File: src/rtl/conway_pkg.sv
`default_nettype none
// ---------------------------------------------------------------------------
// conway_pkg : board size defaults and reader FSM encoding shared by the reader
// Rev 1.0
// ---------------------------------------------------------------------------
package conway_pkg;

  localparam int C_ROWS_DEFAULT = 8;
  localparam int C_COLS_DEFAULT = 8;

  typedef enum logic [1:0] {
    ST_IDLE = 2'd0,
    ST_SEND = 2'd1,
    ST_DONE = 2'd2
  } reader_state_e;

  // Keeps index ports at least one bit wide on single-row boards.
  function automatic int idx_width(input int n);
    return (n > 1) ? $clog2(n) : 1;
  endfunction

endpackage
`default_nettype wire

File: src/rtl/row_popcount.sv
`default_nettype none
// ---------------------------------------------------------------------------
// row_popcount : number of live cells in one board row (CONWAY_READER_POPCOUNT_EN)
// Rev 1.0
// ---------------------------------------------------------------------------
`ifdef CONWAY_READER_POPCOUNT_EN
module row_popcount
  import conway_pkg::*;
#(
  parameter int COLS  = C_COLS_DEFAULT,
  parameter int CNT_W = $clog2(COLS + 1)
) (
  input  logic [COLS-1:0]  row_i,
  output logic [CNT_W-1:0] count_o
);

  always_comb begin
    count_o = '0;
    for (int c = 0; c < COLS; c++) begin
      count_o = count_o + CNT_W'(row_i[c]);
    end
  end

endmodule
`endif
`default_nettype wire

File: src/rtl/conway_board_reader.sv
`default_nettype none
// ---------------------------------------------------------------------------
// conway_board_reader : snapshots the cell array on ena, streams it row by row
// Option CONWAY_READER_POPCOUNT_EN adds live_count. Rev 1.0
// ---------------------------------------------------------------------------
module conway_board_reader
  import conway_pkg::*;
#(
  parameter int ROWS = C_ROWS_DEFAULT,
  parameter int COLS = C_COLS_DEFAULT,
  localparam int IDX_W = idx_width(ROWS)
) (
  input  logic                 clk,
  input  logic                 rst,
  input  logic                 ena,
  input  logic [ROWS*COLS-1:0] cells,
  output logic [COLS-1:0]      row_data,
  output logic [IDX_W-1:0]     row_idx,
  output logic                 row_valid,
  input  logic                 row_ready,
  output logic                 frame_start,
  output logic                 frame_done,
  output logic                 overrun
`ifdef CONWAY_READER_POPCOUNT_EN
  ,
  output logic [$clog2(ROWS*COLS+1)-1:0] live_count
`endif
);

  reader_state_e        state_q, state_d;
  logic [ROWS*COLS-1:0] snap_q, snap_d;
  logic [IDX_W-1:0]     idx_q, idx_d;
  logic                 ovr_q, ovr_d;

  always_ff @(posedge clk or negedge rst) begin
    if (!rst) begin
      state_q <= ST_IDLE;
      snap_q  <= '0;
      idx_q   <= '0;
      ovr_q   <= 1'b0;
    end else begin
      state_q <= state_d;
      snap_q  <= snap_d;
      idx_q   <= idx_d;
      ovr_q   <= ovr_d;
    end
  end

  always_comb begin
    state_d    = state_q;
    snap_d     = snap_q;
    idx_d      = idx_q;
    ovr_d      = ovr_q;
    row_valid  = 1'b0;
    frame_done = 1'b0;
    case (state_q)
      ST_IDLE: begin
        if (ena) begin
          snap_d  = cells;
          idx_d   = '0;
          state_d = ST_SEND;
        end
      end
      ST_SEND: begin
        row_valid = 1'b1;
        if (ena) ovr_d = 1'b1;
        if (row_ready) begin
          if (idx_q == IDX_W'(ROWS - 1)) state_d = ST_DONE;
          else                           idx_d   = idx_q + IDX_W'(1);
        end
      end
      ST_DONE: begin
        // A strobe landing on the way back to idle still belongs to this frame.
        frame_done = 1'b1;
        idx_d      = '0;
        state_d    = ST_IDLE;
        if (ena) ovr_d = 1'b1;
      end
      default: state_d = ST_IDLE;
    endcase
  end

  always_comb begin
    row_data = '0;
    for (int r = 0; r < ROWS; r++) begin
      if (idx_q == IDX_W'(r)) row_data = snap_q[r*COLS +: COLS];
    end
  end

  assign row_idx     = idx_q;
  assign frame_start = row_valid && (idx_q == '0);
  assign overrun     = ovr_q;

`ifdef CONWAY_READER_POPCOUNT_EN
  localparam int CNT_W     = $clog2(ROWS*COLS + 1);
  localparam int ROW_CNT_W = $clog2(COLS + 1);

  logic [ROW_CNT_W-1:0] row_cnt [ROWS];

  for (genvar r = 0; r < ROWS; r++) begin : g_row_pop
    row_popcount #(
      .COLS  (COLS),
      .CNT_W (ROW_CNT_W)
    ) u_row_popcount (
      .row_i   (snap_q[r*COLS +: COLS]),
      .count_o (row_cnt[r])
    );
  end

  always_comb begin
    live_count = '0;
    for (int r = 0; r < ROWS; r++) begin
      live_count = live_count + CNT_W'(row_cnt[r]);
    end
  end
`endif

endmodule
`default_nettype wire

File: config.mk
export PLATFORM = sky130hd
export DESIGN_NAME = conway_board_reader
export DESIGN_NICKNAME = d
export VERILOG_FILES = /design/src/rtl/conway_pkg.sv /design/src/rtl/row_popcount.sv /design/src/rtl/conway_board_reader.sv
export SDC_FILE = /design/constraint.sdc
export NUM_CORES = 1
export LEC_CHECK = 0
export ABC_AREA = 1
export BUFFER_PORTS_ARGS = -buffer_cell sky130_fd_sc_hd__buf_2
export CAP_MARGIN = 20
export CORE_ASPECT_RATIO = 1.75
export CORE_MARGIN = 3
export CORE_UTILIZATION = 25
export DETAILED_ROUTE_END_ITERATION = 8
export GPL_ROUTABILITY_DRIVEN = 0
export PLACE_DENSITY = 0.52
export SETUP_SLACK_MARGIN = 0.02
export SKIP_LAST_GASP = 1
export SYNTH_ARGS = -nofsm -noshare
export SYNTH_HDL_FRONTEND = slang
export SYNTH_SLANG_ARGS = --single-unit
File: constraint.sdc
create_clock -name clk -period 2.2 [get_ports clk]
set_input_delay 0.44 -clock clk [delete_from_list [all_inputs] [get_ports clk]]
set_output_delay 0.44 -clock clk [all_outputs]
set_load 0.02 [all_outputs]
[Yosys cells after proc, flatten, opt, wreduce, memory -nomap -nowiden]
Cells that the tools add are included.
Operators by class
  divide/modulo/power cells: 0
  $add $sub $neg: 1
  multipliers: 0
  shifts and indexed selects: 0
  bitwise logic cells: 0
  mux-type cells: 18
  equality and inequality tests: 13
  order comparisons: 0
  reductions and logical operators: 9
Operator list (count)
  8-bit 2-to-1 mux: 8
  3-bit == test, second input constant: 4
  3-bit 2-to-1 mux: 3
  3-bit one-hot mux with 3 select lines: 1
  2-bit != test, second input constant: 4
  3-bit by 2-bit == test with 1-bit output, second input constant: 2
  2-bit 2-to-1 mux: 3
  2-bit one-hot mux with 2 select lines: 1
  2-bit AND reduction: 2
  4-bit AND reduction: 1
  3-bit by 1-bit adder with 3-bit output, second input constant: 1
  3-bit by 1-bit == test with 1-bit output, second input constant: 1
  3-bit zero test: 1
  3-bit AND reduction: 1
  3-bit nonzero test: 1
  2-bit by 1-bit == test with 1-bit output, second input constant: 1
  2-bit == test, second input constant: 1
  2-bit zero test: 1
  1-bit 2-to-1 mux: 2
  2-bit OR reduction: 1
  1-bit logical AND: 1
Word-level totals
  input bits: 68
  memories kept: 0
  output and inout bits: 15
  register bits: 70
  logic and storage cells: 45
  latch bits: 0
  RAM bits: 0
  bits in read-only memories: 0

[Logic depth before layout (Yosys ltp)]
Gate-level depths: netlist (run 1).
  depth after elaboration: 9
  gate-level depth with buffers: 13
  gate-level depth less buffers: 12

[Least setup slack after synthesis (run 1)]
Ideal clock, no wire load.
  path kind: register to output
  start: register idx_q[2], in the netlist row_idx[2]
  end: output row_data[7]
  buffers on the path: 2
  stages on the path, launching flop included: 11
  required time: 1760 ps
  arrival: 1661 ps
  path slack: 99 ps
  cells stage by stage: dfrtp_1 > buf_6 > clkinv_4 > ha_1 > buf_2 > clkinv_1 > o21a_1 > nand2_1 > nand2_1 > nand2_1 > a21oi_2
On the way
  cells in the longest elaborated chain, start to end: 9
  elaborated cells on any way between the ends: 16
  classes of those cells: 7 x eq/ne; 8 x mux; 1 x reduce/logical
Ends and longest elaborated chain
  from (decl): RTL line conway_board_reader.sv:32  | logic [IDX_W-1:0] idx_q, idx_d;
  from (signal assigned): RTL line conway_board_reader.sv:44  | idx_q <= idx_d;
  3-bit zero test: RTL line conway_board_reader.sv:86  | if (idx_q == IDX_W'(r)) row_data = snap_q[r*COLS +: COLS];
  8-bit 2-to-1 mux (7 in a row): RTL line conway_board_reader.sv:86
  8-bit 2-to-1 mux (*): RTL line conway_board_reader.sv:86
  to (decl): RTL line conway_board_reader.sv:17  | output logic [COLS-1:0] row_data,
Every way passes the cells marked *; elsewhere a longest branch is shown, timed or not.

[Final worst setup path (run 1)]
  start: register idx_q[1], in the netlist row_idx[1]
  end: output row_data[6]
Same word-level chain as after synthesis.

==> flow_metrics.tcl, run 1 <==
set metrics [dict create \
    rrSetupSlack_ps 560 \
    port_buffers 82 \
    finalHoldWorstSlack_ps 100 \
    grt_pass1_wl_um 14800 \
    finalSetupViolCount 8 \
    drive_gt1_share_pct 46.4 \
    synth_async_sr_flop_share_pct 100 \
    fin_tns_setup_ps -1500 \
    cts_root_buf "clkbuf_16" \
    cp_slowest_cell "dfrtp_2" \
    dp_cells 622 \
    drv_slew 0 \
    critPathMaxStageDelay_ps 440 \
    synth_cell_types 24 \
    ys_ff_latch 70 \
    clock-sinks 70 \
    nNetsFinal 542 \
    cts_hold_buf 0 \
    crit_path_frequent_cell "nand2_1" \
    grt_max_degree 71 \
    synth_top_area_share_pct 49.3 \
    row_count 57 \
    placed_cell_area_sq_um 4250 \
    wl_per_cell_um 14.8 \
    coreArea_sq_um 13900 \
    min_period_ps 2400 \
    peakVddDrop_mv 0.599 \
    synth_common_cells "nand2_1 (99), dfrtp_1 (70), mux2_2 (64)" \
    switchingPower_w 0.00267 \
    grt_usage_pct 12.7 \
    violations "setup timing" \
    clk_pin_slew_ps 50 \
    ioPinCount 83 \
    p_per_area_nw_per_um2 1520 \
    final_cells 647 \
    leakagePower_nw 2.37 \
    ff2ff_path_depth 6 \
    start_util_pct 25.6 \
    cts_buffer_depth 2 \
    dp_slack_ps -165 \
    fmax_mhz 416 \
    dpl.hpwl_um 7340 \
    clock_latency_ps 340 \
    syn_inst 366 \
    r2r_end "row_idx[0]" \
    antenna_found_initial 0 \
    rsz0062_at_grt "yes" \
    grt_pass1_vias 2881 \
    numCtsBuffers 9 \
    synth.most_common_cell "nand2_1" \
    vias 2759 \
    synth_area_leader_cell "dfrtp_1" \
    p_seq_share_pct 32.0 \
    crit_family "simple AND/OR/NAND/NOR gates" \
    cp-start-kind "flop" \
    end_kind "output port" \
    synth_nets 443 \
    pwr-share-comb_pct 45.2 \
    cts_tree "yes" \
    postRouteWirelength_um 9550 \
    r2r_start "row_idx[0]" \
    tightestPinTransition_ps 406 \
    cts_max_level 3 \
    synthTopCellsByArea "dfrtp_1 (49%), mux2_2 (20%), nand2_1 (10%)" \
    finClkSkew_ps 5.17 \
    drtAntennaViolNets 0 \
    relSlewSlack_pct 72.9 \
    worstPathArrival_ps 1960 \
    drc_errors 0 \
    crit_buf_inv 3 \
    hold_viol_final 0 \
    synth_area_sq_um 3560 \
    fin_crit_sh_pct 109 \
    holdCritPathClass "in2async" \
    drt_first_pass_iters 4 \
    crit_fanout 7 \
    status "complete, but fails checks" \
    synth_seq_area_share_pct 49.3 \
    die_area_sq_um 15700 \
    drt_iter0_markers 103 \
    die_y_um 164 \
    grt_overflow_total 0 \
    p_int_w 0.00468 \
    antenna_cells 0 \
    vias_per_cell 4.26 \
    switching_share_pct 36.3 \
    area_growth_pct 35.9 \
    clockPowerShare_pct 22.7 \
    syn_area_per_cell_sq_um 9.72 \
    required_ps 1760 \
    setup_slack_ps -203 \
    design_area_sq_um 4830 \
    path_class "reg2out" \
    drv_cap 0 \
    synth_flop_cell "dfrtp_1" \
    cp_cell_sequence "inv_4 -> ha_4 -> inv_4 -> nor2_4 -> nand2_1 -> nand3_2 -> nand3_1 -> nand2_1 -> nand2_1 -> nand2_2 -> nand2_1 -> nand2_1 -> buf_4" \
    synth_edf_count 0 \
    yosys_warnings 0 \
    dieWidth_um 96.2 \
]
==> metrics by stage <==
step | total power, W | utilization (%)
6_report | 0.00735 | 34.7
3_3_place_gp | 0.00520 | 30.6
5_1_grt | 0.00786 | 34.7
3_5_place_dp | 0.00524 | 30.6
4_1_cts | 0.00734 | 34.5
2_1_floorplan | 0.00428 | -
==> sequential cells by signal (all words and copies together), names as in the netlist <==
register	count
snap_q	64
row_idx	3
state_q	2
overrun	1
==> routing by layer <==
layer  global-route usage [%]  routed length, um  part of all wire (%)  vias to the layer above
li1                         -                  -                     -                     1366
met1                     13.3               3490                    37                     1327
met2                     24.0               5500                    58                       55
met3                     3.02                422                   4.4                       11
met4                     4.08                138                   1.4                        0
met5                        0                  0                     0                        -
==> area by class of cell <==
type	count	area (sq um)
clock buffers	9	225
multi-input cells	251	1700
repair buffers	102	677
inverters	31	129
flip-flops and latches	70	1750
clock inverters	7	123
fillers	1438	9080
well taps	177	221
==> layout by cell type (no fill, tap or decap), drive strengths merged, types with 3 or more instances in the layout <==
cell type / instances
o21ai: 4
or2: 10
buf: 102
clkinv: 4
a21oi: 3
mux2: 64
ha: 9
clkbuf: 9
dfrtp: 70
bufinv: 3
nand3: 22
nor2: 35
inv: 29
nand2: 100
==> timing repair <==
| action | in CTS | in global routing |
|---|---|---|
| gates resized for setup | 39 | 9 |
| cloned | 0 | 0 |
| setup endpoints to repair | 8 | 8 |
| setup buffers | 8 | 1 |
| pin swaps | 8 | 6 |
==> cells by family after synthesis <==
family | synth area share (%)
buf+inv | 5.74
flops | 49.3
fa+ha+maj | 3.17
mux | 20.3
compound gates | 1.97
simple gates | 19.6
==> power by group through the flow <==
stage | Combinational (W) | Sequential [W] | Clock [W]
floorplan | 0.00208 | 0.00220 | 0
global placement | 0.00284 | 0.00236 | 0
detailed placement | 0.00287 | 0.00237 | 0
CTS | 0.00327 | 0.00236 | 0.00172
global route | 0.00367 | 0.00243 | 0.00177
finish | 0.00333 | 0.00236 | 0.00167
==> how the worst max path moves through the flow <==
stage,from,endpoint,slack (ps),cells past startpoint
floorplan,row_idx[2],row_data[7],100,10
global placement,row_idx[0],row_data[6],-70,13
detailed placement,row_idx[0],row_data[6],-170,13
CTS,row_idx[1],row_data[6],-250,13
global route,row_idx[0],row_data[5],-350,13
finish,row_idx[1],row_data[6],-200,13
No activity file was read; power rests on OpenSTA's default activity.
==> inputs of run 2 (changes only) <==
- CORE_ASPECT_RATIO: 1.75 -> unset
==> run 2 against run 1 <==
  * Register-to-register slack hardly changed
  * Count of clock-buffer cells in the layout rose by 4
  * Setup slack improved by 3.3 ps
  * Clock skew up 2.5 ps
  * Utilization grew 0.55 points
  * Flip-flop and latch count unchanged
  * Fmax up 0.14%
  * Critical path type unchanged
  * Sequential share of layout area is 0.33 points higher
  * Global-route usage fell by 0.69 points
  * The run still ends with setup timing left
  * Clock power fell by 17%
  * Critical path depth stayed put
  * Largest power group unchanged
  * Non-clock buffer count shrank 3
==> flow_metrics.tcl, run 2 (synthesis results as in run 1) <==
set metrics [dict create \
    met3_usage_pct 3.28 \
    r2r_end "row_idx[1]" \
    clock-sinks 70 \
    cp-start-kind "flop" \
    top_register "snap_q" \
    cts_hold_buf 0 \
    hold_viol_final 0 \
    dp_cells 623 \
    tightestPinTransition_ps 377 \
    cp_slowest_cell "dfrtp_2" \
    fin_crit_sh_pct 109 \
    endpoint "row_data[3]" \
    met1_usage_pct 16.0 \
    r2r_start "row_idx[1]" \
    violations "setup timing" \
    finalSetupViolCount 8 \
    grt_pass1_vias 2822 \
    start_util_pct 26.2 \
    holdCritPathClass "in2async" \
    largest_reg_flops 64 \
    critPathMaxStageDelay_ps 450 \
    drv_slew 0 \
    clock_latency_ps 330 \
    ioPinCount 83 \
    grt_max_degree 71 \
    layout_commonest_cell "nand2_1" \
    numCtsBuffers 9 \
    drt_iter0_markers 122 \
    grt_pass1_wl_um 14900 \
    clk_pin_slew_ps 60 \
    dieWidth_um 125 \
    final_cells 643 \
    antenna_cells 0 \
    min_period_ps 2400 \
    status "complete, but fails checks" \
    port_buffers 82 \
    drc_errors 0 \
    cts_max_level 3 \
    drv_cap 0 \
    rrSetupSlack_ps 560 \
    grt_usage_pct 12.0 \
    dpl.hpwl_um 6720 \
    vias 2682 \
    nNetsFinal 539 \
    crit_path_frequent_cell "nand2_2" \
    setup_slack_ps -200 \
    use_met2_pct 19.2 \
    peakVddDrop_mv 0.575 \
    cts_tree "yes" \
    ff2ff_path_depth 6 \
    rsz0062_at_grt "yes" \
    dp_slack_ps -47.8 \
    crit_start "row_idx[1]" \
    fmax_mhz 417 \
    worstPathArrival_ps 1960 \
    relSlewSlack_pct 74.9 \
    cp_cell_sequence "inv_4 -> ha_4 -> inv_4 -> nor2_4 -> nand2_1 -> nand3_2 -> nand3_2 -> nand2_2 -> nand2_2 -> nand2_2 -> nand2_2 -> nand2_2 -> buf_6" \
    finClkSkew_ps 7.70 \
    crit_buf_inv 3 \
    drtAntennaViolNets 0 \
    cts_root_buf "clkbuf_16" \
    fin_tns_setup_ps -1530 \
    drt_first_pass_iters 4 \
    vias_per_cell 4.17 \
    required_ps 1760 \
    wl_per_cell_um 14.3 \
    area_growth_pct 34.6 \
    cts_buffer_depth 2 \
    postRouteWirelength_um 9170 \
    top_usage_layer "met2" \
    die_area_sq_um 15700 \
    antenna_found_initial 0 \
    row_count 42 \
    end_kind "output port" \
    crit_fanout 7 \
    die_y_um 125 \
    coreArea_sq_um 13600 \
    p_per_area_nw_per_um2 1500 \
    mostFrequentLayoutCells "nand2_1 (82), buf_2 (74), dfrtp_1 (69)" \
    drive_gt1_share_pct 49.5 \
    leakagePower_nw 2.35 \
    path_class "reg2out" \
    cp.depth 13 \
    grt_overflow_total 0 \
    crit_family "simple AND/OR/NAND/NOR gates" \
]
==> run 2: cell count changes in the layout (fill, tap and decap cells not counted), moves of 8 or more <==
cell	delta
nand2_2	+11
nand3_2	+8
nand2_1	-10
nand3_1	-8
==> run 2: timing repair <==
item                                    in CTS  in global routing
pin swaps                                   15                 20
endpoints found under the setup margin       8                  8
setup buffers                                3                  1
resized for setup                           42                 20
==> run 2: how the worst min path moves through the flow <==
| stage | from | to | slack, ps | cells past startpoint |
|---|---|---|---|---|
| after floorplan | rst | overrun | 140 | 0 |
| after global placement | overrun | overrun | 440 | 1 |
| after detailed placement | overrun | overrun | 440 | 1 |
| after CTS | rst | snap_q[37] | 150 | 2 |
| after global routing | rst | snap_q[28] | 170 | 2 |
| final | rst | snap_q[28] | 140 | 2 |
==> run 2: per-layer routing <==
layer | vias to the layer above | part of all wire [%]
met5 | - | 0
met4 | 0 | 1.2
met3 | 9 | 3.7
met2 | 49 | 47
met1 | 1256 | 48
li1 | 1368 | -
==> run 2: area by class of cell <==
class | count | area [sq um]
Sequential cell | 70 | 1750
Fill cell | 1420 | 8770
Inverter | 31 | 128
Clock buffer | 13 | 270
Multi-Input combinational cell | 251 | 1760
Tap cell | 176 | 220
Clock inverter | 3 | 17.5
Timing Repair Buffer | 99 | 638
==> run 2: where the power goes <==
| group | switching [W] | leakage (nW) | internal, W |
|---|---|---|---|
| Combinational | 0.00177 | 1.39 | 0.00169 |
| Clock | 0.000530 | 0.142 | 0.000851 |
| Sequential | 0.000392 | 0.825 | 0.00194 |
==> run 2: through the flow <==
| stage | power, W | util [%] | hold slack (ps) | instance area, sq um |
|---|---|---|---|---|
| finish | 0.00717 | 35.3 | 135 | 4780 |
| global route | 0.00772 | 35.3 | 169 | 4780 |
| CTS | 0.00711 | 34.7 | 149 | 4710 |
| detailed placement | 0.00527 | 31.4 | 442 | 4250 |
| global placement | 0.00522 | 31.4 | 438 | 4250 |
| floorplan | 0.00428 | - | 144 | 3560 |
==> inputs of run 3 (changes only) <==
- SETUP_SLACK_MARGIN: 0.02 -> unset
- clock period: 2.2 -> 2.3 ns (I/O delays scaled with it)
==> run 3 against run 2 <==
  * The flow still finishes with violations (setup timing)
  * Utilization grew 0.47 points
  * Setup slack gained 34 ps
  * Design area is 1.3% higher
  * Critical path depth is 2 lower
  * Combinational power fell by 5%
  * Die area stayed put
  * Sequential share of layout area is 0.46 points lower
  * Critical endpoint is now row_data[2]
==> flow_metrics.tcl, run 3 (synthesis results as in run 1) <==
set metrics [dict create \
    grt_pass1_wl_um 14700 \
    cp_slowest_cell "dfrtp_2" \
    grt_usage_pct 12.1 \
    crit_fanout 8 \
    worstPathArrival_ps 2010 \
    cp-start-kind "flop" \
    min_period_ps 2470 \
    hold_viol_final 0 \
    multi_input_area_sq_um 1780 \
    antenna_cells 0 \
    clk_pin_slew_ps 60 \
    status "complete, but fails checks" \
    cts_hold_buf 0 \
    clock-sinks 70 \
    nFillCells 1392 \
    nNetsFinal 539 \
    grt_overflow_total 0 \
    drc_errors 0 \
    port_buffers 82 \
    path_class "reg2out" \
    top_register "snap_q" \
    required_ps 1840 \
    fin_crit_sh_pct 107 \
    largest_reg_flops 64 \
    cts_tree "yes" \
    drt_first_pass_iters 4 \
    drt_iter0_markers 124 \
    critPathMaxStageDelay_ps 470 \
    vias_per_cell 4.23 \
    crit_path_frequent_cell "nand2_1" \
    row_count 42 \
    drtAntennaViolNets 0 \
    cp_cell_sequence "inv_4 -> ha_4 -> nand2_8 -> or2_2 -> nand3_2 -> nand2_2 -> nand2_1 -> nand2_1 -> nand2_1 -> nand2_1 -> buf_6" \
    ioPinCount 83 \
    dieWidth_um 125 \
    die_y_um 125 \
    finClkSkew_ps 3.09 \
    postRouteWirelength_um 9220 \
    relSlewSlack_pct 73.4 \
    fmax_mhz 406 \
    die_area_sq_um 15700 \
    vias 2723 \
    dpl.hpwl_um 6660 \
    area_growth_pct 36.3 \
    drive_gt1_share_pct 49.5 \
    ff_latch_area_sq_um 1750 \
    setup_slack_ps -166 \
    finalSetupViolCount 8 \
    placed_cell_area_sq_um 4190 \
    peakVddDrop_mv 0.643 \
    layout_commonest_cell "nand2_1" \
    wl_per_cell_um 14.3 \
    cts_root_buf "clkbuf_16" \
    antenna_found_initial 0 \
    mostFrequentLayoutCells "nand2_1 (82), buf_2 (74), dfrtp_1 (68)" \
    holdCritPathClass "in2async" \
    cts_buffer_depth 2 \
    crit_buf_inv 2 \
    end_kind "output port" \
    drv_slew 0 \
    drv_cap 0 \
    numCtsBuffers 9 \
    finalHoldWorstSlack_ps 142 \
    leakagePower_nw 2.36 \
    grt_max_degree 71 \
    p_per_area_nw_per_um2 1470 \
    grt_pass1_vias 2757 \
    coreArea_sq_um 13600 \
    tightestPinTransition_ps 399 \
    design_area_sq_um 4850 \
    clock_latency_ps 340 \
    violations "setup timing" \
    crit_family "simple AND/OR/NAND/NOR gates" \
    rsz0062_at_grt "yes" \
    start_util_pct 26.2 \
    cts_max_level 3 \
]
## run 3: power by group
group | leakage (nW) | switching [W] | internal [W]
logic | 1.37 | 0.00170 | 0.00160
registers | 0.823 | 0.000390 | 0.00186
clock network | 0.166 | 0.000523 | 0.00104
total | 2.36 | 0.00261 | 0.00449
## run 3: path summary, 6_finish.rpt
path                               end  slack [ps]  cells past startpoint       start
setup / recovery           row_data[2]        -170                     11  row_idx[0]
hold / removal              snap_q[30]         140                      2         rst
setup reg to reg            row_idx[2]         560                      7  row_idx[0]
hold reg to reg                overrun         460                      1     overrun
max in group asynchronous   row_idx[0]        1810                      2         rst
min in group clk             snap_q[4]         350                      2    cells[4]
## run 3: cell type report
class | count | area share, %
Timing Repair Buffer | 98 | 12.8
Clock buffer | 13 | 5.57
Multi-Input combinational cell | 252 | 36.8
Inverter | 31 | 2.76
Tap cell | 176 | 4.54
Sequential cell | 70 | 36.2
Clock inverter | 3 | 1.34
## run 3: metal layers
layer	up-vias	track usage, %	share of wire [%]	wire (um)
li1	1370	-	-	-
met2	52	18.5	46	4280
met5	-	0	0	0
met4	0	5.61	2.3	211
met3	13	3.24	4.1	380
met1	1288	15.9	47	4350
## run 3: repair_timing
item,4_1_cts,5_1_grt
setup buffers,8,0
endpoints found under the hold margin,0,0
pin swaps,13,17
setup endpoints to repair,8,8
cloned,1,0
resized for setup,45,23
## run 3: stage by stage
| stage | std cells | util [%] | TNS, ps | worst slack [ps] | power, W |
|---|---|---|---|---|---|
| after floorplan | 366 | - | 0 | 179 | 0.00409 |
| after global placement | 618 | 30.9 | -12.4 | -6.22 | 0.00491 |
| after detailed placement | 618 | 30.9 | -84.7 | -47.7 | 0.00498 |
| after CTS | 643 | 35.2 | -1260 | -180 | 0.00701 |
| after global routing | 643 | 35.8 | -2020 | -267 | 0.00759 |
| final | 643 | 35.8 | -1010 | -166 | 0.00711 |
